$ cat config.mk
export PLATFORM = sky130hd
export DESIGN_NAME = imem_loader
export DESIGN_NICKNAME = d
export VERILOG_FILES = /design/src/rtl/imem_loader.sv
export SDC_FILE = /design/constraint.sdc
export NUM_CORES = 1
export LEC_CHECK = 0
export ABC_AREA = 1
export BUFFER_PORTS_ARGS = -buffer_cell sky130_fd_sc_hd__buf_4
export CAP_MARGIN = 10
export CORE_MARGIN = 5
export CORE_UTILIZATION = 38
export CTS_CLUSTER_DIAMETER = 200
export DETAILED_ROUTE_END_ITERATION = 16
export MAX_ROUTING_LAYER = met4
export PLACE_DENSITY = 0.53
export REMOVE_ABC_BUFFERS = 1
export SLEW_MARGIN = 5
export SYNTH_ARGS = -nofsm -noshare
export SYNTH_HDL_FRONTEND = slang
export SYNTH_SLANG_ARGS = --single-unit
$ cat constraint.sdc
create_clock -name clk -period 2.1 [get_ports clk]
set_input_delay 0.105 -clock clk [delete_from_list [all_inputs] [get_ports clk]]
set_output_delay 0.105 -clock clk [all_outputs]
set_load 0.01 [all_outputs]
$ cat src/rtl/imem_loader.sv
// ---------------------------------------------------------------------------
// imem_loader
//   Boot-time loader for a small RISC-V instruction memory. On a legal start
//   it first overwrites every word of the memory with NOP_WORD, then receives
//   the program as a little-endian byte stream and writes it word by word
//   from address 0. The core is held in reset-like suspension (cpu_hold)
//   for the whole load.
//
// Ports
//   clk, rst_n        clock, asynchronous active-low reset
//   start             begin a load (honoured only in IDLE or DONE)
//   word_count        number of words to load, legal 1 .. 2**ADDR_W
//   byte_valid/data   incoming program byte stream
//   byte_ready        loader accepts a byte this cycle
//   wr_en/addr/data   instruction-memory write port
//   cpu_hold          core must not fetch while high
//   done              last load completed
//   err               last start carried an illegal word_count
// ---------------------------------------------------------------------------
module imem_loader #(
  parameter int          ADDR_W   = 6,
  parameter logic [31:0] NOP_WORD = 32'h00000013
) (
  input  logic              clk,
  input  logic              rst_n,
  input  logic              start,
  input  logic [ADDR_W:0]   word_count,
  input  logic              byte_valid,
  input  logic [7:0]        byte_data,
  output logic              byte_ready,
  output logic              wr_en,
  output logic [ADDR_W-1:0] wr_addr,
  output logic [31:0]       wr_data,
  output logic              cpu_hold,
  output logic              done,
  output logic              err
);

  typedef enum logic [2:0] {IDLE, CLEAR, RECV, WRITE, DONE} state_t;

  localparam logic [ADDR_W:0]   MAX_WORDS = {1'b1, {ADDR_W{1'b0}}};
  localparam logic [ADDR_W:0]   COUNT_ONE = {{ADDR_W{1'b0}}, 1'b1};
  localparam logic [ADDR_W-1:0] IDX_ONE   = {{(ADDR_W-1){1'b0}}, 1'b1};

  state_t              state_q, state_d;
  logic [ADDR_W:0]     count_q, count_d;
  logic [ADDR_W-1:0]   word_idx_q, word_idx_d;
  logic [1:0]          byte_cnt_q, byte_cnt_d;
  logic [31:0]         asm_q, asm_d;
  logic                byte_ready_q, byte_ready_d;
  logic                wr_en_q, wr_en_d;
  logic [ADDR_W-1:0]   wr_addr_q, wr_addr_d;
  logic [31:0]         wr_data_q, wr_data_d;
  logic                cpu_hold_q, cpu_hold_d;
  logic                done_q, done_d;
  logic                err_q, err_d;

  // Next-state logic. word_idx doubles as the CLEAR address counter: it runs
  // 0..2**ADDR_W-1 during CLEAR and wraps back to 0 as RECV is entered, which
  // is exactly the first program word index.
  always_comb begin
    state_d    = state_q;
    count_d    = count_q;
    word_idx_d = word_idx_q;
    byte_cnt_d = byte_cnt_q;
    asm_d      = asm_q;
    err_d      = err_q;

    case (state_q)
      IDLE, DONE: begin
        if (start) begin
          if (word_count == '0 || word_count > MAX_WORDS) begin
            err_d   = 1'b1;
            state_d = IDLE;
          end else begin
            err_d      = 1'b0;
            count_d    = word_count;
            word_idx_d = '0;
            byte_cnt_d = 2'd0;
            asm_d      = 32'd0;
            state_d    = CLEAR;
          end
        end
      end
      CLEAR: begin
        word_idx_d = word_idx_q + IDX_ONE;
        if (word_idx_q == '1) state_d = RECV;
      end
      RECV: begin
        if (byte_valid && byte_ready_q) begin
          asm_d[{byte_cnt_q, 3'b000} +: 8] = byte_data;
          byte_cnt_d = byte_cnt_q + 2'd1;
          if (byte_cnt_q == 2'd3) state_d = WRITE;
        end
      end
      WRITE: begin
        if ({1'b0, word_idx_q} == count_q - COUNT_ONE) begin
          state_d = DONE;
        end else begin
          word_idx_d = word_idx_q + IDX_ONE;
          state_d    = RECV;
        end
      end
      default: state_d = IDLE;
    endcase

    // Outputs are registered, so they are decoded from the next state.
    byte_ready_d = (state_d == RECV);
    wr_en_d      = (state_d == CLEAR) || (state_d == WRITE);
    cpu_hold_d   = (state_d == CLEAR) || (state_d == RECV) || (state_d == WRITE);
    done_d       = (state_d == DONE);
    wr_addr_d    = '0;
    wr_data_d    = 32'd0;
    if (state_d == CLEAR) begin
      wr_addr_d = word_idx_d;
      wr_data_d = NOP_WORD;
    end else if (state_d == WRITE) begin
      wr_addr_d = word_idx_d;
      wr_data_d = asm_d;
    end
  end

  always_ff @(posedge clk or negedge rst_n) begin
    if (!rst_n) begin
      state_q      <= IDLE;
      count_q      <= '0;
      word_idx_q   <= '0;
      byte_cnt_q   <= 2'd0;
      asm_q        <= 32'd0;
      byte_ready_q <= 1'b0;
      wr_en_q      <= 1'b0;
      wr_addr_q    <= '0;
      wr_data_q    <= 32'd0;
      cpu_hold_q   <= 1'b0;
      done_q       <= 1'b0;
      err_q        <= 1'b0;
    end else begin
      state_q      <= state_d;
      count_q      <= count_d;
      word_idx_q   <= word_idx_d;
      byte_cnt_q   <= byte_cnt_d;
      asm_q        <= asm_d;
      byte_ready_q <= byte_ready_d;
      wr_en_q      <= wr_en_d;
      wr_addr_q    <= wr_addr_d;
      wr_data_q    <= wr_data_d;
      cpu_hold_q   <= cpu_hold_d;
      done_q       <= done_d;
      err_q        <= err_d;
    end
  end

  assign byte_ready = byte_ready_q;
  assign wr_en      = wr_en_q;
  assign wr_addr    = wr_addr_q;
  assign wr_data    = wr_data_q;
  assign cpu_hold   = cpu_hold_q;
  assign done       = done_q;
  assign err        = err_q;

endmodule

==> reports/results.tsv, run 1 <==
stage	metric	value	unit
status	status	finished, final reports clean	
routing	routed_wl	9586	µm
place	dp_hpwl	6786	µm
setup_path	required	2370	ps
clock_network	numClockSinks	93	
place	globalplace.congestion	0.8611	
yosys	synth_edf_count	0	
yosys	yosysSeqAreaShare	56.93	%
grt	grt_pass1_vias	3304	
finish	antenna_cells	0	
place	dp_cells	670	
routing	viasPerCell	4.813	
place	port_buffers	61	
floorplan	dieArea	12930	µm²
sta	worstMarginPinSlew	371.2	ps
sta	timing.final.crit_share	92.99	%
setup_path	rrSetupSlack	150	ps
routing	routedWlPerCell	13.75	µm
grt	grt_usage	16.06	%
yosys	synth_ff_type	dfrtp_1	
floorplan	die_width	113.7	µm
floorplan	rows	37	
finish	stdcell_count	697	
sta	max_freq	512.1	MHz
sta	fin_crit	1953	ps
grt	grt_pass1_wl	16080	µm
finish	area_growth	25.83	%
sta	final-setup-viol-count	0	
routing	drt_pass1_iterations	5	
setup_path	end_kind	flop	
floorplan	fp.coreArea	10420	µm²
yosys	synthDistinctLibCells	30	
clock_network	h-tree-depth	3	
setup_path	path_max_fanout	8	
floorplan	die_h	113.7	µm
setup_path	critPathArrivalTime	2230	ps
setup_path	rr_worst_depth	8	
clock_network	root_buffer	clkbuf_8	
pwr	vdd_ir_drop_max	374.5	µV
yosys	synth_area	4088	µm²
routing	remaining_drc_errors	0	
routing	antenna_left	0	
yosys	synth_cells	470	
yosys	avgSynthCellArea	8.697	µm²
yosys	synth_seq_cells	93	
setup_path	path_class	flop to flop	
clock_network	path_clk_slew	90	ps
setup_path	cp-start-kind	flop	
routing	drt_iter0_drc	217	
routing	vias	3355	
finish	fin_nets	584	
yosys	synthTopCellsByArea	dfrtp_1 57%, nand2_1 15%, a21oi_1 4.5%	
min_path	hp-class	primary input to flop	
finish	fillers	1011	
sta	tns	0	ps
clock_network	clock_tree.buffer_depth	2	
floorplan	ios	62	
clock_network	numCtsBuffers	9	
clock_network	clk-insertion-delay-late	350	ps
yosys	async_reset_ff_share	100.0	%
yosys	synth_top_area_share	56.93	%
sta	hold_viol	0	
grt	grt_max_degree	43	
min_path	holdPathStages	3	
grt	antenna_found_initial	0	
sta	maxSlewHeadroom	75.25	%
yosys	yosysWarnings	0	
clock_network	cts_tree	done	
sta	slew_viol_final	0	
yosys	synth_area_leader_cell	dfrtp_1	
pwr	cellPowerDensity	983.6	nW/µm²
sta	hold-worst-slack	18.58	ps
flow_run	drv_cap	0	
grt	grt-ovfl-total	0	
sta	skew	6.321	ps
floorplan	start_util	39.24	%
finish	layout-drive-gt1-share	21.75	%
pwr	p_leak	0.002712	µW
-- cell usage after synthesis (5+ instances only) --
| master | n |
|---|---|
| a21oi_1 | 37 |
| dfrtp_1 | 93 |
| ha_1 | 8 |
| inv_1 | 46 |
| inv_2 | 10 |
| nand2_1 | 162 |
| nand3_1 | 21 |
| nor2_1 | 31 |
| o21ai_0 | 14 |
| o21ai_1 | 7 |
| o22ai_2 | 5 |
-- critical path: stages, from the launching register on --
cell     delay [ps]
dfrtp_2         430
inv_1           130
ha_1            230
or2_2           290
inv_1           150
nand4_4         200
o21ai_0         200
nand2_1          90
a21oi_1         170
-- state kept, by name, indices dropped and copies added, names as in the netlist --
signal      count
asm_q          32
byte_cnt_q      2
byte_ready      1
count_q         7
cpu_hold        1
done            1
err             1
state_q         3
word_idx_q      6
wr_addr         6
wr_data        32
wr_en           1
-- per-stage QoR --
step                utilization [%]  setup WS [ps]  power [µW]  instance area (µm²)
finish                        49.38          147.2        5059                 5144
floorplan                         -         -33.80        3229                 4059
global route                  49.38         -7.350        5464                 5144
global placement              45.84          35.60        3801                 4775
detailed placement            45.84         -38.22        3835                 4775
CTS                           48.88          49.00        5080                 5091
-- cells by family after synthesis --
kind of cell / after synthesis / share of synthesized area [%]
AOI/OAI and AO/OA: 70 / 9.887
xor gates and xnor gates: 5 / 1.071
adders and majority gates: 8 / 2.449
buffers and inverters: 63 / 5.846
DFF: 93 / 56.93
muxes: 1 / 0.2755
and+or+nand+nor: 230 / 23.54
-- final timing paths --
check,start,end
worst max register to register,byte_cnt_q[0]$_DFFE_PN0P_,wr_data[27]$_DFF_PN0_
worst min register to register,asm_q[19]$_DFF_PN0_,asm_q[19]$_DFF_PN0_
max in group asynchronous,rst_n,asm_q[25]$_DFF_PN0_
worst min-delay path,word_count[4],count_q[4]$_DFFE_PN0P_
min in group asynchronous,rst_n,count_q[3]$_DFFE_PN0P_
worst max-delay path,byte_cnt_q[0]$_DFFE_PN0P_,wr_data[27]$_DFF_PN0_
-- cells in the final DEF, fill, tap and decap left out, types with 2 or more instances in the layout --
master	n
a21oi_1	37
a31oi_1	3
buf_4	70
clkbuf_8	10
clkinvlp_4	2
dfrtp_1	92
dlygate4sd3_1	12
ha_1	7
inv_1	44
inv_2	12
nand2_1	160
nand2_2	2
nand3_1	18
nand3_2	5
nand4_1	4
nand4_4	2
nor2_1	30
nor2_2	2
nor2_4	2
nor3_1	2
o21ai_0	12
o21ai_1	8
o22ai_2	5
o31ai_1	2
xor2_1	4
-- report_power, final --
part,switching [µW],total (µW),internal [µW]
registers,224,2270,2040
clock network,623,1200,579
logic,1000,1590,587
-- per-layer routing --
metal / wire, µm / vias up / global-route usage (%) / part of all wire, %
met2: 4983 / 57 / 26.31 / 52
met3: 360 / 9 / 4.297 / 3.8
met4: 93 / 0 / 4.647 / 0.97
met1: 4148 / 1619 / 19.56 / 43
li1: - / 1670 / - / -
met5: 0 / - / - / 0
-- area by class of cell --
type / count / area (µm²) / area share (%)
multi-input combinational: 314 / 1573 / 30.58
sequential: 93 / 2328 / 45.27
inverter: 56 / 210.2 / 4.087
clock buffer: 10 / 137.6 / 2.676
clock inverter: 5 / 58.81 / 1.143
timing repair buffer: 83 / 665.6 / 12.94
tap: 136 / 170.2 / 3.308
-- timing repair --
action | in CTS | in global routing
setup buffers | 0 | 0
hold buffers | 12 | 0
resized for setup | 1 | 15
hold endpoints to repair | 35 | 0
endpoints found under the setup margin | 9 | 40
cloned | 0 | 0
No activity file was read; power rests on OpenSTA's default activity.
==> inputs of run 2 (changes only) <==
Settings changed: PLACE_DENSITY 0.53 to unset.
==> run 2 against run 1 <==
Against the previous run:
- cell area is 1.4% lower
- clock power about the same
- worst setup slack got worse by 18 ps
- wire length down 3.0%
- core utilization is 0.68 points lower
- register-to-register slack got worse by 20 ps
- combinational power hardly changed
==> reports/results.tsv, run 2 (synthesis results as in run 1) <==
stage	metric	value	unit	change
status	status	finished, final reports clean		unchanged
place	dp_hpwl	6718	µm	was 6786 µm
floorplan	die_width	113.7	µm	unchanged
finish	final_common_cell	nand2_1		unchanged
sta	timing.final.crit_share	93.84	%	was 92.99%
setup_path	rr_worst_depth	8		unchanged
finish	fillers	1010		was 1,011
sta	hold_viol	0		unchanged
clock_network	root_buffer	clkbuf_8		unchanged
finish	fin_nets	580		was 584
sta	skew	9.387	ps	was 6.321 ps
place	port_buffers	61		unchanged
sta	final-setup-viol-count	0		unchanged
routing	routedWlPerCell	13.41	µm	was 13.75 µm
clock_network	cts_setup_buffers	0		unchanged
setup_path	path_max_fanout	8		unchanged
pwr	combPwrFrac	31.3	%	was 31.5%
setup_path	path_class	flop to flop		unchanged
finish	layout_common_cells	162 x nand2_1, 93 x dfrtp_1, 69 x buf_4		was 160 x nand2_1, 92 x dfrtp_1, 70 x buf_4
routing	remaining_drc_errors	0		unchanged
pwr	p_leak	0.002693	µW	was 0.002712 µW
pwr	p_clk_share	23.4	%	was 23.8%
sta	slew_viol_final	0		unchanged
pwr	cellPowerDensity	983.2	nW/µm²	was 983.6 nW/µm²
pwr	vdd_ir_drop_max	452.7	µV	was 374.5 µV
flow_run	drv_cap	0		unchanged
clock_network	clock_tree.buffer_depth	2		unchanged
setup_path	rrSetupSlack	130	ps	was 150 ps
sta	maxSlewHeadroom	71.60	%	was 75.25%
floorplan	dieArea	12930	µm²	unchanged
clock_network	numCtsBuffers	9		unchanged
setup_path	path_delay_family	simple AND/OR/NAND/NOR gates		unchanged
routing	viasPerCell	4.750		was 4.813
setup_path	timing.rr.start	byte_cnt_q[1]$_DFFE_PN0P_		was byte_cnt_q[0]$_DFFE_PN0P_
routing	vias	3292		was 3,355
floorplan	start_util	39.24	%	unchanged
setup_path	critPathArrivalTime	2230	ps	about the same
grt	grt-ovfl-total	0		unchanged
floorplan	ios	62		unchanged
finish	layout-drive-gt1-share	20.29	%	was 21.75%
setup_path	rr_endpoint	wr_data[27]$_DFF_PN0_		unchanged
setup_path	worstPathCellList	inv_1 -> ha_1 -> or2_2 -> inv_1 -> nand4_2 -> o21ai_0 -> nand2_1 -> a21oi_1		was inv_1 -> ha_1 -> or2_2 -> inv_1 -> nand4_4 -> o21ai_0 -> nand2_1 -> a21oi_1
sta	fin_crit	1971	ps	was 1953 ps
finish	multi_input_area	1545	µm²	was 1573 µm²
routing	antenna_left	0		unchanged
finish	area_growth	24.09	%	was 25.83%
pwr	switching_share	35.79	%	was 36.59%
clock_network	path_clk_slew	80	ps	was 90 ps
setup_path	crit_slowest_cell	dfrtp_1		was dfrtp_2
routing	routed_wl	9296	µm	was 9586 µm
place	placed_area	4767	µm²	was 4775 µm²
pwr	p_seq_share	45.3	%	was 44.8%
sta	rsz0062_at_grt	true		
routing	wl_met1	4338	µm	was 4148 µm
setup_path	critPathMostFrequentCell	inv_1		unchanged
pwr	p_int	3202	µW	was 3208 µW
min_path	min_to	count_q[2]$_DFFE_PN0P_		was count_q[4]$_DFFE_PN0P_
sta	tns	0	ps	unchanged
clock_network	clk-insertion-delay-late	350	ps	about the same
routing	drt_iter0_drc	192		was 217
floorplan	rows	37		unchanged
setup_path	cp-start-kind	flop		unchanged
clock_network	numClockSinks	93		unchanged
routing	drt_pass1_iterations	4		was 5
finish	fin_area	5072	µm²	was 5144 µm²
clock_network	h-tree-depth	3		unchanged
finish	antenna_cells	0		unchanged
min_path	holdPathStages	3		unchanged
sta	hold-worst-slack	22.26	ps	was 18.58 ps
sta	layout_setup_ws	129.3	ps	was 147.2 ps
sta	max_freq	507.4	MHz	was 512.1 MHz
setup_path	crit_buf_inv	2		unchanged
place	globalplace.congestion	0.8862		was 0.8611
sta	worstMarginPinSlew	423.2	ps	was 371.2 ps
routing	wl_met2	4483	µm	was 4983 µm
routing	topRoutingLayerUsed	met4		unchanged
grt	grt_usage	15.74	%	was 16.06%
setup_path	end_kind	flop		unchanged
setup_path	max_stage_delay	400	ps	was 430 ps
grt	grt_pass1_vias	3381		was 3,304
grt	grt_pass1_wl	15920	µm	was 16,080 µm
place	dp_cells	669		was 670
setup_path	required	2360	ps	was 2370 ps
floorplan	die_h	113.7	µm	unchanged
min_path	hp-class	primary input to flop		unchanged
setup_path	crit_cells	8		unchanged
floorplan	fp.coreArea	10420	µm²	unchanged
grt	antenna_found_initial	0		unchanged
grt	grt_max_degree	61		was 43
place	place_ws	21.76	ps	was -38.22 ps
min_path	worstHoldStart	word_count[2]		was word_count[4]
finish	regArea	2327	µm²	was 2328 µm²
finish	stdcell_count	693		was 697
pwr	switchingPower	1785	µW	was 1851 µW
clock_network	cts_tree	done		unchanged
routing	wl_met3	368	µm	was 360 µm
-- run 2: area by class of cell --
class                           instances  area share, %
Sequential cell                        93          45.88
Inverter                               56          4.144
Timing Repair Buffer                   79          12.38
Clock inverter                          3         0.9127
Clock buffer                           12          2.861
Tap cell                              136          3.355
Multi-Input combinational cell        314          30.46
-- run 2: metal layers --
metal | GRT usage, % | up-vias
li1 | - | 1648
met1 | 19.96 | 1564
met2 | 25.72 | 69
met3 | 3.395 | 11
met4 | 4.087 | 0
met5 | - | -
-- run 2: worst max-delay path by stage --
stage                                    startpoint  slack, ps               endpoint
after floorplan                state_q[2]$_DFF_PN0_        -30   wr_addr[0]$_DFF_PN0_
after global placement       count_q[0]$_DFFE_PN0P_         50   wr_addr[3]$_DFF_PN0_
after detailed placement     count_q[0]$_DFFE_PN0P_         20   wr_addr[5]$_DFF_PN0_
after CTS                    count_q[0]$_DFFE_PN0P_          8   wr_addr[1]$_DFF_PN0_
after global routing      byte_cnt_q[1]$_DFFE_PN0P_        -10  wr_data[27]$_DFF_PN0_
final                     byte_cnt_q[1]$_DFFE_PN0P_        130  wr_data[27]$_DFF_PN0_
-- run 2: power by group through the flow --
stage / sequential (µW) / clock, µW / combinational [µW]
2_1_floorplan: 2290 / 0 / 940
3_3_place_gp: 2290 / 0 / 1490
3_5_place_dp: 2300 / 0 / 1510
4_1_cts: 2260 / 1200 / 1530
5_1_grt: 2290 / 1280 / 1780
6_report: 2260 / 1170 / 1560
-- run 2: through the flow --
step	util, %	power [µW]
final	48.70	4987
after CTS	48.47	4997
after global routing	48.70	5355
after detailed placement	45.77	3812
after global placement	45.77	3775
after floorplan	-	3229
-- run 2: timing repair --
item | 4_1_cts | 5_1_grt
endpoints found under the hold margin | 41 | 0
hold buffers | 9 | 0
setup endpoints to repair | 0 | 21
resized for setup | 0 | 10
-- run 2: worst reg2reg max path, cell delays in order, from the launching register on --
cell	delay [ps]
dfrtp_1	400
inv_1	110
ha_1	260
or2_2	310
inv_1	100
nand4_2	220
o21ai_0	210
nand2_1	90
a21oi_1	190
